==> src/rtl/stopwatch_key_ctrl.sv <==
// Stopwatch keyboard controller: decodes PS/2 set-2 bytes into Start/Stop/Reset/Lap
// commands, runs the stopwatch state machine and selects the digits for the display.
module stopwatch_key_ctrl #(
    parameter logic [7:0] KEY_START = 8'h1B,
    parameter logic [7:0] KEY_STOP  = 8'h4D,
    parameter logic [7:0] KEY_RESET = 8'h2D,
    parameter logic [7:0] KEY_LAP   = 8'h4B
) (
    input  logic        clock,
    input  logic        reset,
    input  logic        key_valid,
    input  logic [7:0]  key_code,
    input  logic [23:0] cnt_digits,
    output logic        is_start,
    output logic        is_stop,
    output logic        is_reset,
    output logic        lap_hold,
    output logic [23:0] disp_digits,
    output logic [1:0]  state_out
);

    typedef enum logic [1:0] {
        IDLE = 2'b00,
        RUN  = 2'b01,
        STOP = 2'b10
    } SwState;

    localparam logic [7:0] BREAK_PREFIX = 8'hF0;
    localparam logic [7:0] EXT_PREFIX   = 8'hE0;

    SwState      state;
    SwState      stateNext;
    logic        brkFlag;
    logic        extFlag;
    logic [7:0]  heldCode;
    logic        heldValid;
    logic [23:0] lapReg;
    logic [23:0] lapRegNext;
    logic        lapHoldNext;
    logic        resetPulseNext;
    logic        isCodeByte;
    logic        isRepeat;
    logic        isMake;
    logic        cmdStart;
    logic        cmdStop;
    logic        cmdReset;
    logic        cmdLap;

    assign isCodeByte = key_valid && (key_code != BREAK_PREFIX) && (key_code != EXT_PREFIX);
    assign isRepeat   = heldValid && (key_code == heldCode);
    assign isMake     = isCodeByte && !extFlag && !brkFlag && !isRepeat;
    assign cmdStart   = isMake && (key_code == KEY_START);
    assign cmdStop    = isMake && (key_code == KEY_STOP);
    assign cmdReset   = isMake && (key_code == KEY_RESET);
    assign cmdLap     = isMake && (key_code == KEY_LAP);

    // Prefix flags live only until the next code byte; the held key suppresses typematic repeats.
    always_ff @(posedge clock) begin
        if (reset) begin
            brkFlag   <= 1'b0;
            extFlag   <= 1'b0;
            heldCode  <= 8'h00;
            heldValid <= 1'b0;
        end else if (key_valid) begin
            if (key_code == BREAK_PREFIX) begin
                brkFlag <= 1'b1;
            end else if (key_code == EXT_PREFIX) begin
                extFlag <= 1'b1;
            end else begin
                brkFlag <= 1'b0;
                extFlag <= 1'b0;
                if (!extFlag) begin
                    if (brkFlag) begin
                        if (isRepeat) begin
                            heldValid <= 1'b0;
                        end
                    end else if (!isRepeat) begin
                        heldCode  <= key_code;
                        heldValid <= 1'b1;
                    end
                end
            end
        end
    end

    always_ff @(posedge clock) begin
        if (reset) begin
            state       <= IDLE;
            lap_hold    <= 1'b0;
            lapReg      <= 24'h000000;
            is_start    <= 1'b0;
            is_stop     <= 1'b0;
            is_reset    <= 1'b0;
            disp_digits <= 24'h000000;
        end else begin
            state       <= stateNext;
            lap_hold    <= lapHoldNext;
            lapReg      <= lapRegNext;
            is_start    <= (stateNext == RUN);
            is_stop     <= (stateNext == STOP);
            is_reset    <= resetPulseNext;
            disp_digits <= lap_hold ? lapReg : cnt_digits;
        end
    end

    // Commands not listed for a state fall through to the hold defaults.
    always_comb begin
        stateNext      = state;
        lapHoldNext    = lap_hold;
        lapRegNext     = lapReg;
        resetPulseNext = 1'b0;
        case (state)
            IDLE: begin
                if (cmdStart) begin
                    stateNext = RUN;
                end else if (cmdReset) begin
                    resetPulseNext = 1'b1;
                    lapHoldNext    = 1'b0;
                end
            end
            RUN: begin
                if (cmdStop) begin
                    stateNext = STOP;
                end else if (cmdLap) begin
                    lapRegNext  = cnt_digits;
                    lapHoldNext = 1'b1;
                end
            end
            STOP: begin
                if (cmdStart) begin
                    stateNext = RUN;
                end else if (cmdReset) begin
                    stateNext      = IDLE;
                    resetPulseNext = 1'b1;
                    lapHoldNext    = 1'b0;
                end else if (cmdLap) begin
                    lapHoldNext = 1'b0;
                end
            end
            default: begin
                stateNext = IDLE;
            end
        endcase
    end

    assign state_out = state;

endmodule
==> config.mk <==
export PLATFORM = sky130hd
export DESIGN_NAME = stopwatch_key_ctrl
export DESIGN_NICKNAME = d
export VERILOG_FILES = /design/src/rtl/stopwatch_key_ctrl.sv
export SDC_FILE = /design/constraint.sdc
export NUM_CORES = 1
export LEC_CHECK = 0
export ABC_AREA = 1
export CAP_MARGIN = 15
export CELL_PAD_IN_SITES_DETAIL_PLACEMENT = 0
export CELL_PAD_IN_SITES_GLOBAL_PLACEMENT = 1
export CORE_ASPECT_RATIO = 0.8
export CORE_MARGIN = 4
export CORE_UTILIZATION = 34
export DETAILED_ROUTE_END_ITERATION = 8
export GPL_TIMING_DRIVEN = 0
export PLACE_DENSITY = 0.84
export SETUP_SLACK_MARGIN = 0.15
export SLEW_MARGIN = 20
export SYNTH_ARGS = -nofsm -noshare
export SYNTH_HDL_FRONTEND = slang
export SYNTH_SLANG_ARGS = --single-unit
==> constraint.sdc <==
create_clock -name clock -period 1.9 [get_ports clock]
set_input_delay 0.475 -clock clock [delete_from_list [all_inputs] [get_ports clock]]
set_output_delay 0.475 -clock clock [all_outputs]
set_load 0.005 [all_outputs]
# --- Word-level counts from Yosys, hierarchy flattened ---
# Cells that the tools add are included.
classes:
  n_eq_ne: 22
  muxes: 21
  bitwise_logic: 7
  n_reduce_logical: 23
op_table:
  columns: ["cell", "count"]
  rows:
  - ["$mux W24", 1]
  - ["$eq A8 B7 Y1 const B", 2]
  - ["$eq A8 B8 Y1 const B", 2]
  - ["$ne A8 B8 Y1 const B", 2]
  - ["$mux W1", 14]
  - ["$ne A2 B2 Y1 const B", 7]
  - ["$reduce_and A6 Y1", 2]
  - ["$logic_and A1 B1 Y1", 10]
  - ["$eq A8 B5 Y1 const B", 1]
  - ["$eq A8 B6 Y1 const B", 1]
  - ["$eq A8 B8 Y1", 1]
  - ["$mux W2", 4]
  - ["$not A1 Y1", 7]
  - ["$reduce_and A7 Y1", 1]
  - ["$pmux W2 S3", 1]
  - ["$eq A2 B1 Y1 const B", 2]
  - ["$eq A2 B2 Y1 const B", 2]
  - ["$reduce_and A2 Y1", 2]
  - ["$logic_not A1 Y1", 3]
  - ["$ne A3 B3 Y1 const B", 1]
  - ["$pmux W1 S3", 1]
  - ["$reduce_and A3 Y1", 1]
  - ["$reduce_bool A3 Y1", 1]
  - ["$reduce_or A3 Y1", 1]
  - ["3 further kinds", 3]
totals:
  register_bits: 65
  inputBits: 35
  out_inout_bits: 30
  elab_cells: 84

# --- Logic depth before layout (Yosys ltp) ---
# Gate-level depths: netlist (run 1).
depth:
  word_depth: 11
  depth_mapped: 13
  mapped_depth_nobuf: 12

# --- Worst setup path after synthesis (run 1) ---
# OpenSTA, ideal clock, no wires.
synth_timing:
  path_type: "input-to-reg"
  startpoint: "input port key_code[7]"
  endpoint: "register lapReg[10]"
  setup_ns: 0.113
  t_arrival_ns: 1.540
  required_ns: 1.787
  slack_ns: 0.247
  cell_stages: 12
  path_buffers: 2
  cell_sequence: "nand2_1 inv_1 nand2_1 nor2_1 nor2_4 nand4_2 nor2_4 nand4_2 buf_6 buf_6 nor2_1 nor2_1"
synth_between:
  elab_chain_cells: 9
  word_cells_on_any_way: 16
  classes_between: "eq/ne (5); bitwise (1); reduce/logical (10)"
synth_lines:
  columns: ["item", "line", "source"]
  rows:
  - ["start, declared", "12", "input logic [7:0] key_code,"]
  - ["$ne A8 B8 Y1", "49", "assign isCodeByte = key_valid && (key_code != BREAK_PREFIX) && (key_code != EXT_PREFIX);"]
  - ["$logic_and A1 B1 Y1 (2 in series)", "49", null]
  - ["$logic_and A1 B1 Y1 (3 in series)", "51", "assign isMake = isCodeByte && !extFlag && !brkFlag && !isRepeat;"]
  - ["$logic_and A1 B1 Y1", "53", "assign cmdStop = isMake && (key_code == KEY_STOP);"]
  - ["$not A1 Y1 (no line)", null, null]
  - ["$reduce_and A3 Y1 (no line) (*)", null, null]
  - ["end signal, assigned", "98", "lapReg <= lapRegNext;"]
  - ["end, declared", "37", "logic [23:0] lapReg;"]
# Mark *: on every way between the ends. The rest lies on a longest branch, timed or not.
# A chain may end at the register's enable or synchronous reset.

# --- Final worst setup path (run 1) ---
layout_timing:
  startpoint: "register state[1] (netlist: state_out[1])"
  endpoint: "output port state_out[1]"
layout_rtl:
  columns: ["item", "line", "source"]
  rows:
  - ["start, declared", "31", "SwState state;"]
  - ["start signal, assigned", "96", "state <= stateNext;"]
  - ["end, declared", "19", "output logic [1:0] state_out"]
# No word-level cell between the ends.

==> results.py, run 1 <==
metrics = {
    "die": {
        "start_util_pct": 35.31,
        "die_x_um": 106.7,
        "die-area_um2": 9271,
        "io_pins": 65,
        "rows": 28,
        "die_y_um": 86.93,
        "core_um2": 7497,
    },
    "timing": {
        "tightest_slew_ns": 0.5161,
        "fin_setup_tns_ns": 0,
        "fin_worst_skew_ns": 0.01401,
        "rsz0062_at_grt": "false",
        "min_period_ns": 1.696,
        "report.final.slew_viol_count": 0,
        "relSlewSlack_pct": 65.28,
        "worst_hold_slack_ns": 0.4357,
        "timing_hold_violations_final": 0,
        "finalCritPeriodShare_pct": 89.24,
        "max_freq_ghz": 0.5898,
        "setup_slack_ns": 0.2044,
        "finalSetupViolations": 0,
    },
    "routing": {
        "drt_iter0_drc": 84,
        "routed_wl_mm": 6.705,
        "drcViolationCount": 0,
        "vias": 2504,
        "postRouteAntennaNets": 0,
        "drt_first_pass_iters": 6,
        "wire_per_inst_um": 11.99,
        "vias_per_cell": 4.479,
    },
    "final_layout": {
        "fin_cells": 559,
        "final_nets": 484,
        "antenna_cells": 0,
        "layout_commonest_cell": "nand2_1",
        "fin_util_pct": 48.66,
        "drive_gt1_share_pct": 12.56,
        "layout_common_cells": "nand2_1 (79), dfxtp_1 (64), nor2_1 (57)",
        "final_area_um2": 3649,
        "area_growth_pct": 37.81,
    },
    "global_route": {
        "grt_pass1_wl_mm": 10.81,
        "grt_overflow": 0,
        "grt_use_total_pct": 14.84,
        "grt_max_degree": 13,
        "grt_pass1_vias": 2334,
        "antenna_found_initial": 0,
    },
    "critical_path": {
        "cp_cell_sequence": "clkdlybuf4s50_1",
        "rr_endpoint": "lapReg[13]",
        "critPathLaunchType": "flop",
        "cp_num_cells": 1,
        "crit_type": "reg -> out",
        "path_max_fanout": 3,
        "path_buf_inv": 1,
        "r2r_slack_ns": 0.28,
        "r2r_start": "heldCode[1]",
        "cp_slowest_cell": "clkdlybuf4s50_1",
        "endpoint_kind": "primary output",
        "worstPathArrival_ns": 1.22,
        "ff2ff_path_depth": 13,
        "critPathTopFamily": "buffers and inverters",
        "critPathRequiredTime_ns": 1.42,
        "max_stage_delay_ns": 0.52,
    },
    "power_and_ir_drop": {
        "p_per_area_nw_per_um2": 760.8,
        "p_total_mw": 2.776,
        "power.leakage_nw": 1.633,
        "peakVddDrop_mv": 0.4145,
    },
    "clock_tree": {
        "clock_latency_ns": 0.34,
        "clock_tree.htree_level_count": 3,
        "clk_pin_slew_ns": 0.07,
        "cts_sinks": 65,
        "root_buffer": "clkbuf_8",
        "hold_buffers": 0,
        "cts_buffer_depth": 2,
        "cts_tree": "yes",
        "numCtsBuffers": 9,
    },
    "place": {
        "portBuffers": 64,
        "place_area_um2": 3420,
        "dp_slack_ns": -0.5259,
        "placed_cells": 540,
        "dp_hpwl_mm": 4.672,
        "gp_congestion": 0.8067,
    },
    "hold_path": {
        "holdCritPathClass": "in -> reg",
        "hold_end": "heldCode[1]",
        "hp-start": "key_code[1]",
        "whs_path_depth": 3,
    },
    "yosys": {
        "synth_cells": 371,
        "synthesis.nets": 406,
        "ys_types": 20,
        "synth-seq-area-share_pct": 49.15,
        "syn_avg_cell_area_um2": 7.136,
        "synth_area_um2": 2648,
        "yosysWarnings": 0,
        "ys_ff_latch": 65,
    },
    "job": {
        "drv_cap": 0,
    },
    "outcome": {
        "status": "finished clean",
    },
}
logic make-up (layout without fill, tap and decap cells):
| group | after synthesis | in the layout | share of synthesized area [%] |
|---|---|---|---|
| compound gates | 72 | 72 | 13.61 |
| xor+xnor | 3 | 3 | 0.9926 |
| buf+inv | 66 | 149 | 10.40 |
| flops | 65 | 65 | 49.15 |
| simple gates | 165 | 165 | 25.85 |
per-layer routing:
metal | vias up | GRT usage, % | wire length (um)
li1 | 1307 | - | -
met1 | 1117 | 19.94 | 3280
met2 | 76 | 22.29 | 2971
met3 | 4 | 4.522 | 391
met4 | 0 | 6.156 | 61
met5 | - | 0 | 0
worst register-to-register path: stages, from the launching register on:
cell     delay (ns)
dfxtp_1        0.35
inv_1          0.05
nand2_1        0.06
nand2_1        0.05
nand3_1        0.11
nor2_4         0.05
nand2_1        0.09
nor2_2         0.05
nor2_4         0.13
nand4_4        0.11
buf_6          0.18
buf_6          0.14
nor2_1         0.10
nor2_1         0.05
cells in the mapped netlist (all sizes together):
library cell	instances	share of area (%)
nor3	1	0.19
dfxtp	65	49
or2	1	0.24
xnor2	3	0.99
buf	7	2.0
clkbuf	11	1.6
nand4	6	1.9
a21oi	38	7.2
inv	48	6.8
nand3b	1	0.28
nand3	8	1.5
nor4	1	0.24
nor2	67	10
nand2	80	11
o21ai	34	6.4
layout make-up:
| cell class | instances | area, um^2 |
|---|---|---|
| Clock inverter | 6 | 42.54 |
| Sequential cell | 65 | 1305 |
| Fill cell | 772 | 3849 |
| Timing Repair Buffer | 68 | 630.6 |
| Inverter | 48 | 180.2 |
| Tap cell | 105 | 131.4 |
| Clock buffer | 10 | 137.6 |
| Buffer | 17 | 102.6 |
| Multi-Input combinational cell | 240 | 1119 |
worst max path at each step:
stage | from | end | slack [ns]
global route | reset | lapReg[19] | 0.15
detailed placement | key_code[6] | lapReg[13] | -0.53
CTS | key_code[6] | lapReg[17] | 0.15
floorplan | key_code[7] | lapReg[10] | 0.25
global placement | key_code[6] | lapReg[20] | -0.50
finish | state_out[1] | state_out[1] | 0.20
state kept, by name (all words and copies together), names as in the netlist:
register / cells
extFlag: 1
brkFlag: 1
lap_hold: 1
disp_digits: 24
lapReg: 24
heldCode: 8
is_reset: 1
state_out: 2
is_stop: 1
is_start: 1
heldValid: 1
where the power goes:
group          leakage, nW  total (mW)  switching (mW)  internal (mW)
Sequential           0.533        1.43          0.0200           1.41
Combinational         1.01       0.292           0.138          0.155
Clock               0.0887        1.06           0.546          0.510
timing repair:
item / 4_1_cts / 5_1_grt
gates cloned: 1 / 0
endpoints found under the setup margin: 39 / 39
pin swaps: 3 / 5
setup buffers: 2 / 1
resized for setup: 18 / 36
Note: power is estimated with default switching activity, not from simulation.
==> run 2, diff against run 1 <==
--- a/config.mk
+++ b/config.mk
@@ -10,8 +10,8 @@
 export CELL_PAD_IN_SITES_DETAIL_PLACEMENT = 0
 export CELL_PAD_IN_SITES_GLOBAL_PLACEMENT = 1
 export CORE_ASPECT_RATIO = 0.8
-export CORE_MARGIN = 4
 export CORE_UTILIZATION = 34
+export CTS_BUF_LIST = sky130_fd_sc_hd__clkbuf_16
 export DETAILED_ROUTE_END_ITERATION = 8
 export GPL_TIMING_DRIVEN = 0
 export PLACE_DENSITY = 0.84
==> constraint.sdc (replaced) <==
create_clock -name clock -period 1.78 [get_ports clock]
set_input_delay 0.445 -clock clock [delete_from_list [all_inputs] [get_ports clock]]
set_output_delay 0.445 -clock clock [all_outputs]
set_load 0.005 [all_outputs]
==> run 2 against run 1 <==
  * Sequential cell count unchanged
  * Wire length up 3.8%
  * Clock power up 50%
  * Combinational power up 16%
  * Via count up 1.8%
  * Final area up 10%
==> results.py, run 2 (synthesized netlist as in run 1, its figures left out) <==
metrics = {
    "clock_tree": {
        "root_buffer": "clkbuf_16",
        "cts_buffer_depth": 2,
        "numCtsBuffers": 9,
        "clk_pin_slew_ns": 0.06,
        "cts_sinks": 65,
        "cts_tree": "yes",
        "hold_buffers": 0,
        "clock_tree.htree_level_count": 3,
        "clock_latency_ns": 0.32,
    },
    "timing": {
        "finalCritPeriodShare_pct": 89.86,
        "fin_worst_skew_ns": 0.004988,
        "rsz0062_at_grt": "true",
        "timing_hold_violations_final": 0,
        "min_period_ns": 1.600,
        "report.final.slew_viol_count": 0,
        "relSlewSlack_pct": 64.60,
        "max_freq_ghz": 0.6252,
        "finalSetupViolations": 0,
        "tightest_slew_ns": 0.5261,
        "fin_setup_tns_ns": 0,
    },
    "routing": {
        "drt_iter0_drc": 127,
        "routed_wl_mm": 6.962,
        "wire_per_inst_um": 12.37,
        "postRouteAntennaNets": 0,
        "drcViolationCount": 0,
        "drt_first_pass_iters": 5,
        "vias_per_cell": 4.526,
        "vias": 2548,
    },
    "place": {
        "gp_congestion": 0.8138,
        "dp_hpwl_mm": 4.654,
        "portBuffers": 64,
    },
    "critical_path": {
        "crit_type": "reg -> reg",
        "critPathRequiredTime_ns": 2.00,
        "r2r_start": "heldCode[3]",
        "path_max_fanout": 7,
        "cp_slowest_cell": "dfxtp_2",
        "cp_cell_sequence": "inv_2 > nand2_1 > nand2_1 > nand2_1 > nor2_2 > nand2_1 > nor2_2 > nor2_4 > nand4_4 > buf_12 > clkbuf_16 > nor2_4 > nor2_1",
        "cp-endpoint": "lapReg[15]",
        "critPathLaunchType": "flop",
        "endpoint_kind": "flop",
        "ff2ff_path_depth": 13,
        "crit_start": "heldCode[3]",
        "path_common_cell": "nand2_1",
        "worstPathArrival_ns": 1.82,
        "rr_endpoint": "lapReg[15]",
        "r2r_slack_ns": 0.18,
        "max_stage_delay_ns": 0.34,
    },
    "die": {
        "die-area_um2": 8146,
        "rows": 28,
        "die_y_um": 80.93,
        "die_x_um": 100.7,
        "io_pins": 65,
        "core_um2": 7462,
        "start_util_pct": 35.48,
    },
    "global_route": {
        "grt_use_total_pct": 18.30,
        "antenna_found_initial": 0,
        "grt_pass1_wl_mm": 11.37,
        "grt_max_degree": 13,
        "grt_overflow": 0,
        "grt_pass1_vias": 2300,
    },
    "final_layout": {
        "layout_commonest_cell": "nand2_1",
        "fin_util_pct": 53.86,
        "area_growth_pct": 51.80,
        "antenna_cells": 0,
        "final_nets": 488,
        "drive_gt1_share_pct": 20.74,
        "largestRegisters": "disp_digits: 24 flops, lapReg: 24 flops, heldCode: 8 flops",
        "n_fill_cell": 710,
        "layout_common_cells": "nand2_1 (77), dfxtp_1 (59), clkdlybuf4s50_1 (48)",
    },
    "outcome": {
        "status": "finished clean",
    },
    "job": {
        "drv_cap": 0,
    },
    "power_and_ir_drop": {
        "p_per_area_nw_per_um2": 860.0,
        "peakVddDrop_mv": 0.4616,
        "power.leakage_nw": 1.818,
    },
    "hold_path": {
        "holdCritPathClass": "in -> reg",
    },
}
## run 2: changes by cell type in the layout (fill, tap and decap cells not counted), moves of 4 or more
cell,before,now
buf_6,3,8
clkbuf_16,0,11
clkbuf_2,10,3
clkbuf_8,10,0
clkdlybuf4s50_1,55,48
dfxtp_1,64,59
dfxtp_2,0,5
dlymetal6s2s_1,1,5
inv_1,45,39
inv_2,3,9
nor2_1,57,39
nor2_2,7,14
nor2_4,3,14
## run 2: cell type report
| type | count | area (um^2) | share of cell area, % |
|---|---|---|---|
| clock buffer | 9 | 225.2 | 5.604 |
| buffer | 18 | 151.4 | 3.767 |
| timing repair buffer | 71 | 733.2 | 18.24 |
| multi-input combinational | 240 | 1240 | 30.85 |
| clock inverter | 7 | 46.29 | 1.152 |
| sequential | 65 | 1311 | 32.63 |
| tap | 105 | 131.4 | 3.269 |
| inverter | 48 | 180.2 | 4.483 |
## run 2: power breakdown
group          total (mW)  internal [mW]  switching [mW]
clock                1.59          0.937           0.651
combinational       0.339          0.180           0.159
sequential           1.53           1.51          0.0228
total                3.46           2.62           0.832
## run 2: timing repair
| item | in CTS | in global routing |
|---|---|---|
| buffers inserted | 2 | 2 |
| resized for setup | 51 | 92 |
| setup endpoints to repair | 41 | 61 |
| gates cloned | 1 | 2 |
| pin swaps | 6 | 17 |
## run 2: metrics by stage
stage / instances / power, mW / hold WS, ns / setup WS, ns / area, um^2
2_1_floorplan: 371 / 1.676 / 0.4297 / 0.1571 / 2648
3_3_place_gp: 540 / 1.861 / 0.4383 / -0.6043 / 3420
3_5_place_dp: 540 / 1.863 / 0.4443 / -0.6220 / 3420
4_1_cts: 559 / 3.462 / 0.4227 / 0.1478 / 3737
5_1_grt: 563 / 3.600 / 0.3952 / 0.06166 / 4019
6_report: 563 / 3.456 / 0.3775 / 0.1805 / 4019
## run 2: worst max-delay path, delay by kind of cell (launching register included)
kind	cells	cell delay, ns
AND/OR/NAND/NOR	10	0.74
buffers and inverters	3	0.39
flip-flops	1	0.34
## run 2: worst min path at each step
stage	from	to	slack (ns)	cells after the start
2_1_floorplan	lapReg[10]	disp_digits[10]	0.43	2
3_3_place_gp	lapReg[20]	disp_digits[20]	0.44	2
3_5_place_dp	lapReg[13]	disp_digits[13]	0.44	2
4_1_cts	key_code[5]	heldCode[5]	0.42	3
5_1_grt	key_code[6]	heldCode[6]	0.40	3
6_report	key_code[6]	heldCode[6]	0.38	3
## run 2: layer usage
metal  vias to the layer above  GRT usage (%)  routed length [um]
li1                       1322              -                   -
met3                         8          5.422                 555
met5                         -              0                   0
met4                         0          5.217                  73
met2                        87          27.88                2968
met1                      1131          25.12                3364
==> run 3, diff against run 2 <==
--- a/config.mk
+++ b/config.mk
@@ -13,10 +13,10 @@
 export CORE_UTILIZATION = 34
 export CTS_BUF_LIST = sky130_fd_sc_hd__clkbuf_16
 export DETAILED_ROUTE_END_ITERATION = 8
-export GPL_TIMING_DRIVEN = 0
 export PLACE_DENSITY = 0.84
 export SETUP_SLACK_MARGIN = 0.15
 export SLEW_MARGIN = 20
 export SYNTH_ARGS = -nofsm -noshare
 export SYNTH_HDL_FRONTEND = slang
 export SYNTH_SLANG_ARGS = --single-unit
+export TNS_END_PERCENT = 30
==> run 3 against run 2 <==
  * Final cell count increased by 1.6%
  * Wire length decreased by 2.8%
  * Global-route usage decreased by 1.2 points
  * First-iteration DRC count decreased by 13%
  * Worst setup slack got worse by 0.030 ns
  * Sequential share of layout area decreased by 1.4 points
  * Sequential cell count unchanged
  * Clock power increased by 18%
  * Sequential power about the same
  * Count of clock-buffer cells in the layout unchanged
  * Hold slack improved by 0.0096 ns
  * Utilization increased by 2.3 points
==> results.py, run 3 (synthesized netlist as in run 1, its figures left out) <==
metrics = {
    "outcome": {
        "status": "finished clean",
    },
    "critical_path": {
        "ff2ff_path_depth": 14,
        "r2r_start": "heldCode[1]",
        "rr_endpoint": "lapReg[0]",
        "critPathRequiredTime_ns": 1.33,
        "cp_cell_sequence": "clkdlybuf4s50_1",
        "worstPathArrival_ns": 1.18,
        "cp-endpoint": "state_out[1]",
        "crit_start": "state_out[1]",
        "path_buf_inv": 1,
        "path_max_fanout": 3,
        "cp_slowest_cell": "clkdlybuf4s50_1",
        "critPathTopFamily": "buffers and inverters",
        "crit_type": "reg -> out",
        "r2r_slack_ns": 0.18,
        "max_stage_delay_ns": 0.51,
        "endpoint_kind": "primary output",
        "critPathLaunchType": "flop",
        "cp_num_cells": 1,
    },
    "clock_tree": {
        "clock_latency_ns": 0.33,
        "hold_buffers": 0,
        "cts_buffer_depth": 2,
        "clock_tree.htree_level_count": 3,
        "root_buffer": "clkbuf_16",
        "numCtsBuffers": 9,
        "cts_tree": "yes",
        "clk_pin_slew_ns": 0.05,
        "cts_sinks": 65,
    },
    "power_and_ir_drop": {
        "p_total_mw": 3.759,
        "p_per_area_nw_per_um2": 896.3,
        "power.leakage_nw": 1.855,
        "peakVddDrop_mv": 0.4201,
    },
    "timing": {
        "fin_worst_skew_ns": 0.007800,
        "finalCritPeriodShare_pct": 91.55,
        "relSlewSlack_pct": 71.69,
        "tightest_slew_ns": 0.4246,
        "max_freq_ghz": 0.6137,
        "rsz0062_at_grt": "true",
        "finalSetupViolations": 0,
        "report.final.slew_viol_count": 0,
        "fin_setup_tns_ns": 0,
        "min_period_ns": 1.630,
        "timing_hold_violations_final": 0,
    },
    "die": {
        "io_pins": 65,
        "start_util_pct": 35.48,
        "core_um2": 7462,
        "die_y_um": 80.93,
        "rows": 28,
        "die-area_um2": 8146,
        "die_x_um": 100.7,
    },
    "routing": {
        "vias": 2546,
        "wl_met2_mm": 2.961,
        "routed.top_layer": "met4",
        "wl_met1_mm": 3.265,
        "route.met3.wl_um": 461,
        "drcViolationCount": 0,
        "vias_per_cell": 4.451,
        "routed_wl_mm": 6.770,
        "postRouteAntennaNets": 0,
        "drt_first_pass_iters": 4,
        "wire_per_inst_um": 11.84,
        "drt_iter0_drc": 111,
    },
    "final_layout": {
        "final_nets": 497,
        "antenna_cells": 0,
        "area_growth_pct": 58.41,
        "layout_common_cells": "nand2_1 (59), dfxtp_1 (57), clkdlybuf4s50_1 (55)",
        "drive_gt1_share_pct": 24.63,
        "n_fill_cell": 694,
        "layout_commonest_cell": "nand2_1",
        "largestRegisters": "disp_digits: 24 flops, lapReg: 24 flops, heldCode: 8 flops",
    },
    "global_route": {
        "antenna_found_initial": 0,
        "grt_use_total_pct": 17.08,
        "grt_overflow": 0,
        "grt_pass1_vias": 2246,
        "grt_pass1_wl_mm": 10.58,
        "grt_max_degree": 50,
    },
    "job": {
        "drv_cap": 0,
    },
    "place": {
        "dp_hpwl_mm": 4.101,
        "portBuffers": 64,
        "gp_congestion": 0.8005,
    },
    "hold_path": {
        "holdCritPathClass": "in -> reg",
    },
}
==> run 3: cell types whose count changed in the layout (fill, tap and decap cells not counted), moves of 7 or more <==
cell and delta:
clkdlybuf4s50_1 +7, nor2_4 -9, nand2_2 +12, nor2_1 +9, nand2_1 -18, buf_4 +19
==> run 3: repair_timing <==
item,4_1_cts,5_1_grt
cloned,3,1
gates resized for setup,50,59
setup buffers,4,1
setup endpoints to repair,41,42
pin swaps,3,22
==> run 3: how the worst min path moves through the flow <==
| stage | start | endpoint | slack [ns] | depth (start not counted) |
|---|---|---|---|---|
| 3_3_place_gp | lapReg[21] | disp_digits[21] | 0.44 | 2 |
| 3_5_place_dp | lapReg[15] | disp_digits[15] | 0.44 | 2 |
| 5_1_grt | key_code[6] | heldCode[6] | 0.39 | 3 |
| 6_report | key_code[6] | heldCode[6] | 0.39 | 3 |
| 2_1_floorplan | lapReg[10] | disp_digits[10] | 0.43 | 2 |
| 4_1_cts | key_code[3] | heldCode[3] | 0.40 | 3 |
==> run 3: power by group <==
part           switching, mW  internal, mW  leakage [nW]
Clock                  0.649          1.22         0.153
Combinational          0.156         0.198          1.17
Sequential            0.0233          1.51         0.536
Total                  0.828          2.93          1.86
==> run 3: metrics by stage <==
step	worst slack, ns	std cells	hold slack (ns)	area, um^2	utilization (%)
after floorplan	0.1571	371	0.4297	2648	-
after detailed placement	-0.4962	547	0.4428	3537	47.40
after CTS	0.1299	570	0.3986	4011	53.76
final	0.1504	572	0.3872	4194	56.20
after global routing	0.09252	572	0.3914	4194	56.20
after global placement	-0.4528	547	0.4380	3537	47.40
==> run 3: layer usage <==
layer / GRT usage [%] / vias up
met4: 5.652 / 0
li1: - / 1339
met1: 22.98 / 1122
met3: 6.110 / 9
met5: 0 / -
met2: 25.41 / 76
==> run 3: layout make-up <==
type                    count  area, um^2  share of cell area [%]
repair buffers             98       996.0                   23.75
inverters                  48       180.2                   4.296
flip-flops and latches     65        1311                   31.26
clock buffers               9       225.2                   5.370
clock inverters             7       93.84                   2.237
well taps                 105       131.4                   3.132
multi-input cells         240        1256                   29.95
